File: src/rtl/pc_sequencer_if.sv
// Fetch and decode-side signal bundle for pc_sequencer.
// The master modport is the sequencer; the slave modport is memory plus decode/control.
interface pc_sequencer_if;
    logic        imem_req;
    logic [31:0] imem_addr;
    logic        imem_ready;
    logic        imem_valid;
    logic [31:0] imem_rdata;
    logic        instr_valid;
    logic        decode_ready;
    logic [5:0]  opcode;
    logic [5:0]  funct;
    logic [4:0]  rs;
    logic [4:0]  rt;
    logic [4:0]  rd;
    logic [15:0] imm;
    logic [31:0] pc;
    logic [31:0] link_addr;
    logic        branch;
    logic        jump;
    logic        jal;
    logic        jr;
    logic        zero;
    logic [31:0] rs_value;
    logic        misalign_err;
    logic [31:0] retired_count;

    modport master (
        output imem_req, imem_addr, instr_valid, opcode, funct, rs, rt, rd, imm,
               pc, link_addr, misalign_err, retired_count,
        input  imem_ready, imem_valid, imem_rdata, decode_ready,
               branch, jump, jal, jr, zero, rs_value
    );

    modport slave (
        input  imem_req, imem_addr, instr_valid, opcode, funct, rs, rt, rd, imm,
               pc, link_addr, misalign_err, retired_count,
        output imem_ready, imem_valid, imem_rdata, decode_ready,
               branch, jump, jal, jr, zero, rs_value
    );
endinterface

File: src/rtl/pc_sequencer.sv
// PC register, single-outstanding instruction fetch and next-PC selection.
// state   | meaning
// RESET   | out of reset, moves to FETCH on the next clock
// FETCH   | imem_req high at pc, waiting for imem_ready
// WAIT    | request accepted, waiting for imem_valid
// ISSUE   | instruction presented, retires on decode_ready
module pc_sequencer #(
    parameter logic [31:0] RESET_PC = 32'h0000_0000,
    parameter int          ADDR_W   = 32
) (
    input  logic              clk,
    input  logic              rst_n,
    pc_sequencer_if.master    bus
);

    typedef enum logic [1:0] {
        S_RESET = 2'd0,
        S_FETCH = 2'd1,
        S_WAIT  = 2'd2,
        S_ISSUE = 2'd3
    } state_t;

    state_t            state_q, state_d;
    logic [ADDR_W-1:0] pc_q, pc_d;
    logic [31:0]       ir_q, ir_d;
    logic [31:0]       retired_q, retired_d;
    logic              misalign_q, misalign_d;

    logic              retire;
    logic [ADDR_W-1:0] pc_plus4;
    logic [ADDR_W-1:0] branch_off;
    logic [ADDR_W-1:0] next_pc;

    assign pc_plus4   = pc_q + 32'd4;
    assign branch_off = {{14{ir_q[15]}}, ir_q[15:0], 2'b00};
    assign retire     = (state_q == S_ISSUE) && bus.decode_ready;

    // jr has top priority, then jump/jal, then taken branch.
    always_comb begin
        next_pc = pc_plus4;
        if (bus.jr) begin
            next_pc = {bus.rs_value[31:2], 2'b00};
        end else if (bus.jump || bus.jal) begin
            next_pc = {pc_plus4[31:28], ir_q[25:0], 2'b00};
        end else if (bus.branch && bus.zero) begin
            next_pc = pc_plus4 + branch_off;
        end
    end

    always_comb begin
        state_d    = state_q;
        pc_d       = pc_q;
        ir_d       = ir_q;
        retired_d  = retired_q;
        misalign_d = 1'b0;
        case (state_q)
            S_RESET: state_d = S_FETCH;
            S_FETCH: if (bus.imem_ready) state_d = S_WAIT;
            S_WAIT: begin
                if (bus.imem_valid) begin
                    ir_d    = bus.imem_rdata;
                    state_d = S_ISSUE;
                end
            end
            S_ISSUE: begin
                if (retire) begin
                    pc_d       = next_pc;
                    retired_d  = retired_q + 32'd1;
                    misalign_d = bus.jr && (bus.rs_value[1:0] != 2'b00);
                    state_d    = S_FETCH;
                end
            end
            default: state_d = S_RESET;
        endcase
    end

    always_ff @(posedge clk or negedge rst_n) begin
        if (!rst_n) begin
            state_q    <= S_RESET;
            pc_q       <= RESET_PC;
            ir_q       <= 32'h0;
            retired_q  <= 32'h0;
            misalign_q <= 1'b0;
        end else begin
            state_q    <= state_d;
            pc_q       <= pc_d;
            ir_q       <= ir_d;
            retired_q  <= retired_d;
            misalign_q <= misalign_d;
        end
    end

    assign bus.imem_req      = (state_q == S_FETCH);
    assign bus.imem_addr     = pc_q;
    assign bus.instr_valid   = (state_q == S_ISSUE);
    assign bus.opcode        = ir_q[31:26];
    assign bus.funct         = ir_q[5:0];
    assign bus.rs            = ir_q[25:21];
    assign bus.rt            = ir_q[20:16];
    assign bus.rd            = ir_q[15:11];
    assign bus.imm           = ir_q[15:0];
    assign bus.pc            = pc_q;
    assign bus.link_addr     = pc_plus4;
    assign bus.misalign_err  = misalign_q;
    assign bus.retired_count = retired_q;

endmodule

File: src/flat_wrapper.sv
// flat-port wrapper written by rule: the top's interface ports become plain ports
module pc_sequencer_flat 
#(
    parameter logic [31:0] RESET_PC = 32'h0000_0000,
    parameter int          ADDR_W   = 32
)
  (clk, rst_n, bus_imem_req, bus_imem_addr, bus_instr_valid, bus_opcode, bus_funct, bus_rs, bus_rt, bus_rd, bus_imm, bus_pc, bus_link_addr, bus_misalign_err, bus_retired_count, bus_imem_ready, bus_imem_valid, bus_imem_rdata, bus_decode_ready, bus_branch, bus_jump, bus_jal, bus_jr, bus_zero, bus_rs_value);
  pc_sequencer_if bus_i ();
  input  logic clk;
  input  logic rst_n;
  output wire logic [$bits(bus_i.imem_req)-1:0] bus_imem_req;
  output wire logic [$bits(bus_i.imem_addr)-1:0] bus_imem_addr;
  output wire logic [$bits(bus_i.instr_valid)-1:0] bus_instr_valid;
  output wire logic [$bits(bus_i.opcode)-1:0] bus_opcode;
  output wire logic [$bits(bus_i.funct)-1:0] bus_funct;
  output wire logic [$bits(bus_i.rs)-1:0] bus_rs;
  output wire logic [$bits(bus_i.rt)-1:0] bus_rt;
  output wire logic [$bits(bus_i.rd)-1:0] bus_rd;
  output wire logic [$bits(bus_i.imm)-1:0] bus_imm;
  output wire logic [$bits(bus_i.pc)-1:0] bus_pc;
  output wire logic [$bits(bus_i.link_addr)-1:0] bus_link_addr;
  output wire logic [$bits(bus_i.misalign_err)-1:0] bus_misalign_err;
  output wire logic [$bits(bus_i.retired_count)-1:0] bus_retired_count;
  input wire logic [$bits(bus_i.imem_ready)-1:0] bus_imem_ready;
  input wire logic [$bits(bus_i.imem_valid)-1:0] bus_imem_valid;
  input wire logic [$bits(bus_i.imem_rdata)-1:0] bus_imem_rdata;
  input wire logic [$bits(bus_i.decode_ready)-1:0] bus_decode_ready;
  input wire logic [$bits(bus_i.branch)-1:0] bus_branch;
  input wire logic [$bits(bus_i.jump)-1:0] bus_jump;
  input wire logic [$bits(bus_i.jal)-1:0] bus_jal;
  input wire logic [$bits(bus_i.jr)-1:0] bus_jr;
  input wire logic [$bits(bus_i.zero)-1:0] bus_zero;
  input wire logic [$bits(bus_i.rs_value)-1:0] bus_rs_value;
  assign bus_imem_req = bus_i.imem_req;
  assign bus_imem_addr = bus_i.imem_addr;
  assign bus_instr_valid = bus_i.instr_valid;
  assign bus_opcode = bus_i.opcode;
  assign bus_funct = bus_i.funct;
  assign bus_rs = bus_i.rs;
  assign bus_rt = bus_i.rt;
  assign bus_rd = bus_i.rd;
  assign bus_imm = bus_i.imm;
  assign bus_pc = bus_i.pc;
  assign bus_link_addr = bus_i.link_addr;
  assign bus_misalign_err = bus_i.misalign_err;
  assign bus_retired_count = bus_i.retired_count;
  assign bus_i.imem_ready = bus_imem_ready;
  assign bus_i.imem_valid = bus_imem_valid;
  assign bus_i.imem_rdata = bus_imem_rdata;
  assign bus_i.decode_ready = bus_decode_ready;
  assign bus_i.branch = bus_branch;
  assign bus_i.jump = bus_jump;
  assign bus_i.jal = bus_jal;
  assign bus_i.jr = bus_jr;
  assign bus_i.zero = bus_zero;
  assign bus_i.rs_value = bus_rs_value;
  pc_sequencer #(.RESET_PC(RESET_PC), .ADDR_W(ADDR_W)) u_core (.clk(clk), .rst_n(rst_n), .bus(bus_i));
endmodule
File: config.mk
export PLATFORM = sky130hd
export DESIGN_NAME = pc_sequencer_flat
export DESIGN_NICKNAME = d
export VERILOG_FILES = /design/src/rtl/pc_sequencer_if.sv /design/src/rtl/pc_sequencer.sv /design/src/flat_wrapper.sv
export SDC_FILE = /design/constraint.sdc
export NUM_CORES = 1
export LEC_CHECK = 0
export CAP_MARGIN = 20
export CELL_PAD_IN_SITES_DETAIL_PLACEMENT = 0
export CELL_PAD_IN_SITES_GLOBAL_PLACEMENT = 1
export CORE_MARGIN = 2
export CORE_UTILIZATION = 31
export CTS_BUF_LIST = sky130_fd_sc_hd__clkbuf_2
export CTS_CLUSTER_SIZE = 12
export DETAILED_ROUTE_END_ITERATION = 6
export HOLD_SLACK_MARGIN = 0.12
export PLACE_DENSITY = 0.76
export SLEW_MARGIN = 30
export SYNTH_ARGS = -nofsm -noshare
export SYNTH_HDL_FRONTEND = slang
export SYNTH_SLANG_ARGS = --single-unit
File: constraint.sdc
create_clock -name clk -period 3.5 [get_ports clk]
set_input_delay 0.875 -clock clk [delete_from_list [all_inputs] [get_ports clk]]
set_output_delay 0.875 -clock clk [all_outputs]
set_load 0.01 [all_outputs]
# Word-level counts from Yosys, hierarchy flattened
# Index checks and enable logic that the tools add are counted.
[totals]
register_bits = 99
inputBits = 74
output_inout_bits = 174
[op_classes]
n_addsub = 3
mux = 9
n_reduce_logical = 9
eq_ne = 6
[ops]
columns = ["cell", "count"]
rows = [
  ["2-to-1 mux 32 bit", 3],
  ["adder 32 x 1 -> 32 bit, second input constant", 1],
  ["adder 32 x 3 -> 32 bit, second input constant", 1],
  ["adder 32 bit", 1],
  ["case mux 2 bit (4 select lines)", 1],
  ["2-to-1 mux 2 bit", 3],
  ["== test 2 bit, second input constant", 2],
  ["!= test 2 x 1 -> 1 bit, second input constant", 2],
  ["AND reduction 2 bit", 2],
  ["logical AND 1 bit", 3],
  ["AND reduction 3 bit", 1],
  ["== test 2 x 1 -> 1 bit, second input constant", 1],
  ["logical NOT 2 bit", 1],
  ["2-to-1 mux 1 bit", 2],
  ["!= test 2 bit, second input constant", 1],
  ["nonzero test 2 bit", 1],
  ["logical OR 1 bit", 1],
]

# Depth between registers and ports, before layout
[depth]
word_depth = 5
mapped_depth = 18
depth_no_buf = 17

# Worst setup path after synthesis
# OpenSTA, ideal clock, no wires.
[synth_timing]
path_type = "register to register"
startpoint = "register u_core.pc_q[2], in the netlist u_core.bus.imem_addr[2]"
endpoint = "register u_core.pc_q[31], in the netlist u_core.bus.imem_addr[31]"
path_stages_with_launch = 19
t_required_ps = 3431
path_slack_ps = -297
arrival_time_ps = 3727
cell_sequence = "dfrtp_1 -> ha_1 -> nand3_1 -> nor2_1 -> nand3_1 -> nor2_1 -> and3_1 -> xor2_1 -> ha_1 -> clkbuf_1 -> a21oi_1 -> o21ai_0 -> o211ai_1 -> nand2_1 -> a21oi_2 -> nor3_2 -> o21a_1 -> or4b_1 -> nand3_1"
[synth_between]
elab_chain_len = 5
[synth_rtl]
columns = ["element", "line", "rtl"]
rows = [
  ["start, declared", "pc_sequencer.sv:24", "logic [ADDR_W-1:0] pc_q, pc_d;"],
  ["start signal, assigned", "pc_sequencer.sv:86", "pc_q <= pc_d;"],
  ["adder 32 x 3 -> 32 bit", "pc_sequencer.sv:34", "assign pc_plus4 = pc_q + 32'd4;"],
  ["named net bus_link_addr[20]", "flat_wrapper.sv:21", "output wire logic [$bits(bus_i.link_addr)-1:0] bus_link_addr;"],
  ["adder 32 bit", "pc_sequencer.sv:46", "next_pc = pc_plus4 + branch_off;"],
  ["2-to-1 mux 32 bit", "pc_sequencer.sv:45", "end else if (bus.branch && bus.zero) begin"],
  ["2-to-1 mux 32 bit", "pc_sequencer.sv:43", "end else if (bus.jump || bus.jal) begin"],
  ["2-to-1 mux 32 bit", "pc_sequencer.sv:41", "if (bus.jr) begin"],
]
# The timed path passes the listed nets, and every way through them passes these cells.
# A chain may end at the register's enable or synchronous reset.

# Final worst setup path
[layout_timing]
startpoint = "register u_core.pc_q[3], in the netlist u_core.bus.imem_addr[3]"
endpoint = "register u_core.pc_q[31], in the netlist u_core.bus.imem_addr[31]"
[layout_between]
elab_chain_len = 5
[layout_rtl]
columns = ["element", "line"]
rows = [
  ["adder 32 x 3 -> 32 bit (*)", "pc_sequencer.sv:34"],
  ["adder 32 bit", "pc_sequencer.sv:46"],
  ["2-to-1 mux 32 bit", "pc_sequencer.sv:45"],
  ["2-to-1 mux 32 bit (*)", "pc_sequencer.sv:43"],
  ["2-to-1 mux 32 bit (*)", "pc_sequencer.sv:41"],
]
# Every way passes the cells marked *; elsewhere a longest branch is shown, timed or not.

==> impl_metrics.json <==
{
  "hold_path_depth": 1,
  "r2r-end": "u_core.bus.imem_addr[31]",
  "pwr-share-seq_pct": 19.2,
  "r2r_slack_ns": -0.14,
  "clock_latency_ns": 0.69,
  "numCtsBuffers": 9,
  "finalMaxSlewViolations": 0,
  "dr_total_vias": 7056,
  "timing.hold.ws_ns": 0.5099,
  "cp-start-kind": "flip-flop",
  "endpoint_kind": "flip-flop",
  "areaGrowthSynthToFinish_pct": 61.58,
  "gp_congestion": 0.8458,
  "wl_um": 26260,
  "synth_edf_count": 0,
  "clkTransAtPathRegs_ns": 0.37,
  "p_clk_share_pct": 6.3,
  "dieArea_sq_mm": 0.02379,
  "fin_ws_ns": -0.1442,
  "peakVddDrop_mv": 0.5641,
  "p_leak_nw": 4.925,
  "drive_gt1_share_pct": 28.35,
  "r2r_cells": 20,
  "detail_route.wl_per_cell_um": 18.85,
  "dpl-instance-area_sq_mm": 0.01005,
  "hold_violations": 0,
  "min_from": "u_core.bus.retired_count[31]",
  "initial_core_util_pct": 31.87,
  "status": "finished, violations left",
  "die_w_um": 154.2,
  "seq_area_frac_synth_pct": 34.69,
  "crit_type": "flip-flop to flip-flop",
  "grt_max_degree": 48,
  "drc": 0,
  "p_sw_share_pct": 45.19,
  "yosys-top-cells-area": "dfrtp_1 35%, xnor2_1 7.4%, ha_1 7.3%, mux2_2 5.3%, buf_4 5.1%",
  "instances_no_fill": 1393,
  "ys_warn_count": 0,
  "placed_cells": 1323,
  "rsz0062_at_grt": "true",
  "grt_usage_pct": 21.29,
  "violations": "negative setup slack",
  "switchingPower_mw": 4.825,
  "path_cells": "buf_6, ha_4, nand3_4, nor2_4, nand3_4, buf_6, nor2_4, and3_4, xor2_4, ha_4, nand4_1, nor2_1, o211ai_1, nand2_1, a21oi_4, nor3_2, o21a_1, buf_4, o311ai_0, nand3_1",
  "synth_common_cells": "97 x dfrtp_1, 88 x nand2_1, 59 x xnor2_1, 58 x a21oi_1, 53 x nor2_1",
  "final_area_sq_mm": 0.01131,
  "critPathMaxFanout": 4,
  "gr-total-overflow": 0,
  "syn_area_sq_mm": 0.006998,
  "critPathMaxStageDelay_ns": 0.46,
  "maxCapViolCount": 0,
  "initialDrtViolationCount": 351,
  "io-pin-count": 248,
  "grt_pass1_vias": 7040,
  "p_int_mw": 5.852,
  "hold_class": "flip-flop to flip-flop",
  "slowest_stage": "dfrtp_2",
  "max_slew_margin_pct": 51.23,
  "skew_ns": 0.03275,
  "place_hpwl_um": 19050,
  "fillers": 2053,
  "critPathRequiredTime_ns": 4.08,
  "fmax_mhz": 274.4,
  "synthCells": 781,
  "postRouteAntennaNets": 0,
  "synth-main-ff-cell": "dfrtp_1",
  "drt-pass1-iter-count": 5,
  "arrival_ns": 4.23,
  "cp_num_buf_inv": 3,
  "hold_path_end": "u_core.bus.retired_count[31]",
  "tightest_slew_ns": 0.7315,
  "finalSetupViolCount": 10,
  "cts.sink_count": 97,
  "synth_top_area_share_pct": 34.69,
  "drt-vias-per-instance": 5.065,
  "synth.distinct_cells": 64,
  "power_frac_comb_pct": 74.5,
  "avgSynthCellArea_sq_um": 8.960,
  "grt_pass1_wl_um": 39590,
  "clockBufferDepth": 2,
  "yosysTopAreaCell": "dfrtp_1",
  "portBuffers": 241,
  "htree_levels": 3,
  "die_y_um": 154.2,
  "final.period_utilization_pct": 104.1,
  "fp.coreArea_sq_mm": 0.02196,
  "synth.most_common_cell": "dfrtp_1",
  "root_buffer": "clkbuf_2",
  "min_period_ns": 3.644,
  "crit-reg2reg-launch": "u_core.bus.imem_addr[3]",
  "fin_nets": 1222,
  "synth_seq_cells": 97,
  "rows": 54,
  "critPathTopFamily": "simple AND/OR/NAND/NOR gates",
  "antenna_found_initial": 3,
  "pwr_density_cell_mw_per_mm2": 944.3,
  "async_reset_ff_share_pct": 100.0,
  "cts_tree": "built"
}
## power groups by stage
stage                     combinational [mW]  clock [mW]  sequential (mW)
after floorplan                         3.59           0             2.16
after global placement                  6.73           0             1.99
after detailed placement                6.74           0             2.00
after CTS                               7.23       0.691             2.01
after global routing                    8.57       0.731             2.12
final                                   7.95       0.671             2.05
## per-stage QoR
stage / TNS [ns] / total power, mW / util [%] / worst slack, ns
final: -0.4850 / 10.68 / 51.49 / -0.1442
after detailed placement: -0.1931 / 8.739 / 45.77 / -0.1297
after global placement: -0.06837 / 8.725 / 45.77 / -0.06837
after global routing: -4.197 / 11.42 / 51.49 / -0.2981
after floorplan: -0.03590 / 5.750 / - / -0.03590
after CTS: -1.017 / 9.928 / 49.12 / -0.2131
## cells in the final DEF, fill, tap and decap left out, drive strengths merged, types with 11 or more instances in the layout
| master | n |
|---|---|
| clkdlybuf4s50 | 216 |
| buf | 160 |
| dfrtp | 97 |
| nand2 | 88 |
| a21oi | 59 |
| xnor2 | 59 |
| nor2 | 53 |
| o21ai | 41 |
| ha | 41 |
| mux2 | 33 |
| and3 | 29 |
| nand3 | 29 |
| inv | 22 |
| xor2 | 22 |
| nand4 | 17 |
| o211ai | 14 |
| clkbuf | 13 |
| a21o | 11 |
| nor3 | 11 |
## worst register-to-register path, delay by kind of cell (launching register included)
kind            cells  cell delay [ns]
compound gates      4             0.93
buf+inv             3             0.38
xor+xnor            1             0.18
fa+ha+maj           2             0.37
flops               1             0.46
simple gates       10             1.23
## sequential cells by signal (all words and copies together) (netlist names)
signal                    cells
u_core.bus.misalign_err       1
u_core.bus.imem_addr         30
u_core.bus.retired_count     32
u_core.state_q                2
u_core.ir_q                  32
## layer usage
layer | GRT usage, % | routed length, um
met3 | 4.567 | 1552
met5 | 0 | 11
met4 | 6.498 | 567
met2 | 35.75 | 12790
met1 | 27.54 | 11340
## logic make-up after synthesis
family          Yosys count  share of synthesized area [%]
compound gates          176                          16.13
simple gates            254                          17.49
other cells               1                        0.05359
fa+ha+maj                42                          7.617
flops                    97                          34.69
xor+xnor                 81                          10.14
buf+inv                  94                          8.153
mux                      36                          5.739
## worst max path at each step
stage                                       start                        to  slack, ns  cells after the start
after floorplan           u_core.bus.imem_addr[2]  u_core.bus.imem_addr[31]      -0.04                     18
after global placement    u_core.bus.imem_addr[2]  u_core.bus.imem_addr[31]      -0.07                     14
after detailed placement  u_core.bus.imem_addr[3]  u_core.bus.imem_addr[31]      -0.13                     14
after CTS                 u_core.bus.imem_addr[9]         bus_link_addr[31]      -0.21                      9
after global routing      u_core.bus.imem_addr[3]  u_core.bus.imem_addr[31]      -0.30                     19
final                     u_core.bus.imem_addr[3]  u_core.bus.imem_addr[31]      -0.14                     20
## cell type report
cell class                      count  area [sq um]  share of cell area (%)
Tap cell                          280         350.3                   3.098
Antenna cell                        2         5.005                 0.04426
Inverter                           17         63.81                  0.5643
Clock inverter                      7         96.34                  0.8521
Multi-Input combinational cell    595          4765                   42.14
Clock buffer                        9         45.04                  0.3984
Sequential cell                    97          2431                   21.50
Timing Repair Buffer              386          3551                   31.40
## repair_timing
item | 4_1_cts | 5_1_grt
endpoints found under the setup margin | 32 | 44
pin swaps | 37 | 46
hold buffers | 1 | 0
endpoints found under the hold margin | 14 | 0
gates resized for setup | 135 | 95
setup buffers | 37 | 19
No activity file was read; power rests on OpenSTA's default activity.
